## src/rtl/timer_mmss.sv

```systemverilog
// Minutes:seconds countdown timer with BCD digits, preset load, start/stop/clear
// controls and a prescaler turning TICKS_PER_SEC clock cycles into one second.
module timer_mmss #(
   parameter int TICKS_PER_SEC = 100
) (
   input  logic       clk,
   input  logic       reset,
   input  logic       load,
   input  logic [3:0] data_min,
   input  logic [2:0] data_sec_t,
   input  logic [3:0] data_sec_u,
   input  logic       start,
   input  logic       stop,
   input  logic       clear,
   output logic [3:0] min_u,
   output logic [2:0] sec_t,
   output logic [3:0] sec_u,
   output logic       running,
   output logic       done,
   output logic [1:0] state_o
);

   localparam logic [1:0] S_IDLE  = 2'd0;
   localparam logic [1:0] S_RUN   = 2'd1;
   localparam logic [1:0] S_PAUSE = 2'd2;
   localparam logic [1:0] S_DONE  = 2'd3;

   localparam logic [15:0] PRE_MAX = 16'(TICKS_PER_SEC - 1);

   logic [1:0]  state_q, state_d;
   logic [15:0] pre_q, pre_d;
   logic [3:0]  min_q, min_d;
   logic [2:0]  sect_q, sect_d;
   logic [3:0]  secu_q, secu_d;

   logic        time_zero;
   logic        tick;
   logic [3:0]  ld_min, ld_secu;
   logic [2:0]  ld_sect;
   logic        borrow_u, borrow_t;
   logic [3:0]  dec_min, dec_secu;
   logic [2:0]  dec_sect;
   logic        dec_zero;

   assign time_zero = (min_q == 4'd0) && (sect_q == 3'd0) && (secu_q == 4'd0);
   assign tick      = (pre_q == PRE_MAX);

   assign ld_min  = (data_min   > 4'd9) ? 4'd9 : data_min;
   assign ld_sect = (data_sec_t > 3'd5) ? 3'd5 : data_sec_t;
   assign ld_secu = (data_sec_u > 4'd9) ? 4'd9 : data_sec_u;

   // One-second decrement with BCD borrow; RUN never holds 0:00, so the minute never underflows.
   assign borrow_u = (secu_q == 4'd0);
   assign borrow_t = borrow_u && (sect_q == 3'd0);
   assign dec_secu = borrow_u ? 4'd9 : secu_q - 4'd1;
   assign dec_sect = borrow_u ? ((sect_q == 3'd0) ? 3'd5 : sect_q - 3'd1) : sect_q;
   assign dec_min  = borrow_t ? min_q - 4'd1 : min_q;
   assign dec_zero = (dec_min == 4'd0) && (dec_sect == 3'd0) && (dec_secu == 4'd0);

   // Only the highest-priority asserted control acts; in RUN the prescaler counts unless stopped.
   always_comb begin
      state_d = state_q;
      pre_d   = pre_q;
      min_d   = min_q;
      sect_d  = sect_q;
      secu_d  = secu_q;
      if (clear) begin
         state_d = S_IDLE;
         pre_d   = 16'd0;
         min_d   = 4'd0;
         sect_d  = 3'd0;
         secu_d  = 4'd0;
      end else if (state_q == S_RUN) begin
         if (stop) begin
            state_d = S_PAUSE;
         end else if (tick) begin
            pre_d  = 16'd0;
            min_d  = dec_min;
            sect_d = dec_sect;
            secu_d = dec_secu;
            if (dec_zero) state_d = S_DONE;
         end else begin
            pre_d = pre_q + 16'd1;
         end
      end else if (stop) begin
         state_d = state_q;
      end else if (start) begin
         if (state_q == S_IDLE && !time_zero) begin
            state_d = S_RUN;
            pre_d   = 16'd0;
         end else if (state_q == S_PAUSE) begin
            state_d = time_zero ? S_IDLE : S_RUN;
         end
      end else if (load) begin
         min_d  = ld_min;
         sect_d = ld_sect;
         secu_d = ld_secu;
         if (state_q == S_DONE) state_d = S_IDLE;
      end
   end

   always_ff @(posedge clk or negedge reset) begin
      if (!reset) begin
         state_q <= S_IDLE;
         pre_q   <= 16'd0;
         min_q   <= 4'd0;
         sect_q  <= 3'd0;
         secu_q  <= 4'd0;
      end else begin
         state_q <= state_d;
         pre_q   <= pre_d;
         min_q   <= min_d;
         sect_q  <= sect_d;
         secu_q  <= secu_d;
      end
   end

   assign min_u   = min_q;
   assign sec_t   = sect_q;
   assign sec_u   = secu_q;
   assign running = (state_q == S_RUN);
   assign done    = (state_q == S_DONE);
   assign state_o = state_q;

endmodule

```

## config.mk

```make
export PLATFORM = sky130hd
export DESIGN_NAME = timer_mmss
export DESIGN_NICKNAME = d
export VERILOG_FILES = /design/src/rtl/timer_mmss.sv
export SDC_FILE = /design/constraint.sdc
export NUM_CORES = 1
export LEC_CHECK = 0
export BUFFER_PORTS_ARGS = -buffer_cell sky130_fd_sc_hd__buf_2
export CORE_MARGIN = 3
export CORE_UTILIZATION = 53
export CTS_BUF_LIST = sky130_fd_sc_hd__clkbuf_8
export DETAILED_ROUTE_END_ITERATION = 8
export PLACE_DENSITY = 0.83
export SYNTH_ARGS = -nofsm -noshare
export SYNTH_HDL_FRONTEND = slang
export SYNTH_SLANG_ARGS = --single-unit
```

## constraint.sdc

```tcl
create_clock -name clk -period 1.8 [get_ports clk]
set_clock_uncertainty 0.05 [all_clocks]
set_input_delay 0.18 -clock clk [delete_from_list [all_inputs] [get_ports clk]]
set_output_delay 0.18 -clock clk [all_outputs]
set_load 0.005 [all_outputs]
```

After elaboration in Yosys (flattened, before gate mapping)
Index checks and enable logic that the tools add are counted.

word-level totals
  bits in registers = 29
  input port bits = 17
  output and inout port bits = 15

operators by class
  order comparisons = 3
  reduce and logical (&&, ||, !) cells = 22
  multiplexer cells = 47
  equal/unequal tests = 11
  $add $sub $neg = 4

operators by type and width
  operator                                                                  count
  16-bit two-way mux                                                        7
  4-bit two-way mux                                                         18
  3-bit two-way mux                                                         10
  2-bit two-way mux                                                         11
  16-bit by 1-bit adder with 16-bit output (second input constant)          1
  16-bit by 7-bit equality test with 1-bit output (second input constant)   1
  4-bit logical NOT                                                         4
  3-bit nonzero test                                                        3
  4-bit > comparator (second input constant)                                2
  4-bit by 3-bit inequality test with 1-bit output (second input constant)  2
  4-bit nonzero test                                                        2
  4-bit by 1-bit subtractor with 4-bit output (second input constant)       2
  1-bit logical AND                                                         6
  3-bit logical NOT                                                         2
  3-bit by 1-bit inequality test with 1-bit output (second input constant)  2
  6-bit AND reduction                                                       1
  5-bit by 1-bit inequality test with 1-bit output (second input constant)  1
  2-bit equality test (second input constant)                               2
  4-bit AND reduction                                                       1
  3-bit > comparator (second input constant)                                1
  3-bit by 2-bit inequality test with 1-bit output (second input constant)  1
  3-bit AND reduction                                                       1
  3-bit by 1-bit subtractor with 3-bit output (second input constant)       1
  2-bit by 1-bit equality test with 1-bit output (second input constant)    1
  other kinds (4)                                                           4

Depth between registers and ports, before layout
  depth in word-level cells = 11
  depth in mapped cells = 9
  gate-level depth less buffers = 7

Worst setup path before layout
Ideal clock, no wire load.

  path type = reg2reg
  from = register secu_q[0] (netlist: sec_u[0])
  to = register pre_q[11]
  arrival time = 1.801 ns
  stages on the path, launching flop included = 9
  setup time = 0.087 ns
  slack = -0.138 ns
  path through = dfrtp_1 -> or3_1 -> buf_6 -> nor3_4 -> a21o_1 -> buf_6 -> buf_12 -> o22ai_4 -> a211oi_2

on the way
  word-level cells in the longest chain between the ends = 6

RTL lines
  element                               line  text
  start: declaration                    34    logic [3:0] secu_q, secu_d;
  start signal: assignment              114   secu_q <= secu_d;
  4-bit logical NOT                     45    assign time_zero = (min_q == 4'd0) && (sect_q == 3'd0) && (secu_q == 4'd0);
  1-bit logical AND                     45
  1-bit logical NOT                     88    if (state_q == S_IDLE && !time_zero) begin
  1-bit logical AND                     88
  3-bit nonzero test (no source line)   -
  3-bit AND reduction (no source line)  -
  end signal: assignment                111   pre_q <= pre_d;
  end: declaration                      31    logic [15:0] pre_q, pre_d;

Every way passes these cells.
A chain may end at the register's enable or synchronous reset.

Worst setup path in the final report
  from = register sect_q[0] (netlist: sec_t[0])
  to = register pre_q[5]

on the way
  word-level cells in the longest chain between the ends = 7

RTL lines
  element                               line  text
  start: declaration                    33    logic [2:0] sect_q, sect_d;
  start signal: assignment              113   sect_q <= sect_d;
  3-bit logical NOT                     45
  1-bit logical AND (2 in a row)        45
  1-bit logical NOT                     88
  1-bit logical AND                     88
  3-bit nonzero test (no source line)   -
  3-bit AND reduction (no source line)  -

Every way passes these cells.

==> flow_metrics.tcl <==
set metrics [dict create \
    status "finished with violations" \
    violations "setup timing" \
    core_um2 3468 \
    port_buffers 31 \
    layout_commonest_cell "buf_4" \
    ys_warn_count 0 \
    grt-ovfl-total 0 \
    antenna_left 0 \
    grt_pass1_wl_um 10220 \
    grt_antenna_before_repair 0 \
    peakVddDrop_mv 0.8061 \
    rr_worst_depth 7 \
    vias 2440 \
    power.density_nw_per_um2 1077 \
    ys_seq_area_frac 0.3680 \
    die_x_um 67.00 \
    syn_nets 253 \
    worst_slack_ns -0.2938 \
    synth-seq-cells 29 \
    synth_edf_count 0 \
    final_hold_viol_count 0 \
    drt_pass1_iterations 5 \
    netlist_instances 233 \
    max_freq_ghz 0.4776 \
    diodes 0 \
    drive_gt1_frac 0.4892 \
    place_hpwl_um 4274 \
    gp_congestion 0.8584 \
    min_path_type "primary input to flip-flop" \
    drc_errors 0 \
    final_cell_mix "buf_4, buf_2, dfrtp_1" \
    drt_wl_total_um 7540 \
    hold_depth 3 \
    syn-cell-area_um2 1972 \
    critPathCaptureType "flip-flop" \
    finalSetupViolCount 25 \
    cts.htree.levels 2 \
    dieArea_um2 4488 \
    maxSlewHeadroom 0.5275 \
    slew_viol_final 0 \
    clock_path_buffers 2 \
    clk_latency_ns 0.29 \
    die_h_um 67.00 \
    async_reset_ff_frac 1.000 \
    post-route-min-period_ns 2.094 \
    start_util 0.5685 \
    critPathLaunchType "flip-flop" \
    grt_max_degree 30 \
    cts_tree "built" \
    tightest_slew_ns 0.7088 \
    rsz0062_at_grt "yes" \
    clock-sinks 29 \
    finalPower_mw 3.240 \
    synth_area_per_cell_um2 8.463 \
    worstSetupPathType "flip-flop to flip-flop" \
    syn_to_final_growth_pct 52.54 \
    fin_nets 342 \
    cts.reportedPaths.clkPinSlew_ns 0.07 \
    ys.flop_type "dfrtp_1" \
    fp-row-count 21 \
    p_leak_nw 1.308 \
    maxCapViolCount 0 \
    period_share 1.163 \
    cts-root-buf "clkbuf_8" \
    synth_cell_types 50 \
    crit_arrival_ns 2.23 \
    final_util 0.8672 \
    drt-wirelength-per-cell_um 20.43 \
    crit_fanout 5 \
    dpl_cell_area_um2 2575 \
    cts_buffers 5 \
    design_area_um2 3008 \
    worstPathRequired_ns 1.94 \
    drt_iter0_markers 248 \
    pre_cts_slack_ns -0.1569 \
    first_global_vias 2209 \
    grt_usage 0.3083 \
    boundaryPins 32 \
    routed_via_density 6.612 \
]
-- metal layers --
layer  track usage  routed length, um  vias to the layer above  share of wire
met5             0                  0                        -              0
met4        0.1696                515                        0          0.068
met3       0.07083                532                       66          0.071
met2        0.5322               3698                      179           0.49
met1        0.3470               2792                     1140           0.37
li1              -                  -                     1055              -
-- worst paths after layout --
path,slack [ns],from,endpoint
hold reg to reg,0.54,pre_q[0],pre_q[0]
max in group asynchronous,0.82,reset,pre_q[15]
setup reg to reg,-0.29,sec_t[0],pre_q[5]
setup / recovery,-0.29,sec_t[0],pre_q[5]
hold / removal,0.15,data_sec_t[2],sec_t[2]
min in group asynchronous,0.43,reset,pre_q[0]
-- cell usage after synthesis (2+ instances only) --
| cell type | instances | area, um2 |
|---|---|---|
| o21ai_0 | 28 | 140.1 |
| o21a_1 | 2 | 15.01 |
| nor3b_1 | 5 | 37.54 |
| nand3_1 | 5 | 25.02 |
| inv_1 | 11 | 41.29 |
| dfrtp_1 | 29 | 725.7 |
| nor4_1 | 5 | 31.28 |
| or2_2 | 3 | 18.77 |
| mux2i_1 | 5 | 50.05 |
| nand2b_1 | 5 | 31.28 |
| nand4_1 | 5 | 31.28 |
| a21oi_1 | 20 | 100.1 |
| clkbuf_1 | 7 | 26.28 |
| a211oi_1 | 2 | 15.01 |
| nand2_1 | 12 | 45.04 |
| ha_1 | 3 | 37.54 |
| or4_1 | 4 | 30.03 |
| nor2_1 | 21 | 78.83 |
| o31ai_1 | 7 | 52.55 |
| buf_2 | 2 | 10.01 |
| a31oi_1 | 4 | 25.02 |
| or3_1 | 3 | 18.77 |
| buf_6 | 2 | 22.52 |
| nor4b_1 | 4 | 35.03 |
| nor3_1 | 10 | 50.05 |
| and3_1 | 4 | 25.02 |
| a21o_1 | 2 | 15.01 |
-- where the power goes --
part | internal (mW) | switching (mW)
sequential | 0.741 | 0.0670
clock | 0.262 | 0.267
combinational | 0.892 | 1.01
-- cell type report --
| cell class | count | area, um2 |
|---|---|---|
| tap | 46 | 57.56 |
| fill | 199 | 460.4 |
| timing repair buffer | 93 | 701.9 |
| clock buffer | 5 | 68.82 |
| clock inverter | 3 | 13.76 |
| multi-input combinational | 182 | 1399 |
| inverter | 11 | 41.29 |
| sequential | 29 | 725.7 |
-- critical path, cell delays in order, from the launching register on --
cell      delay, ns
dfrtp_1        0.39
or4_4          0.56
nor3_4         0.27
buf_6          0.14
a211oi_4       0.07
buf_12         0.15
mux2i_1        0.13
nor3_1         0.24
-- flip-flops by register name, summed over array words and instances (netlist names) --
signal   flops
state_o      2
sec_t        3
pre_q       16
sec_u        4
min_u        4
-- timing repair --
item | CTS | global route
hold endpoints to repair | 29 | 0
pin swaps | 6 | 18
gates resized for setup | 28 | 45
hold buffers | 1 | 0
buffers inserted | 5 | 1
cloned | 1 | 3
endpoints found under the setup margin | 25 | 28
-- stage by stage --
step | setup TNS (ns) | std cells | hold slack [ns]
floorplan | -1.160 | 233 | -0.1656
global placement | -0.6467 | 352 | 0.1964
detailed placement | -2.100 | 352 | 0.2035
CTS | -1.102 | 366 | 0.1488
global route | -3.988 | 369 | 0.1759
finish | -2.695 | 369 | 0.1548
-- cell families after synthesis --
logic type / synth area share
simple gates: 0.2703
flops: 0.3680
mux: 0.02538
fa+ha+maj: 0.01904
compound gates: 0.2519
buf+inv: 0.06092
xor+xnor: 0.004442
No activity file was read; power rests on OpenSTA's default activity.
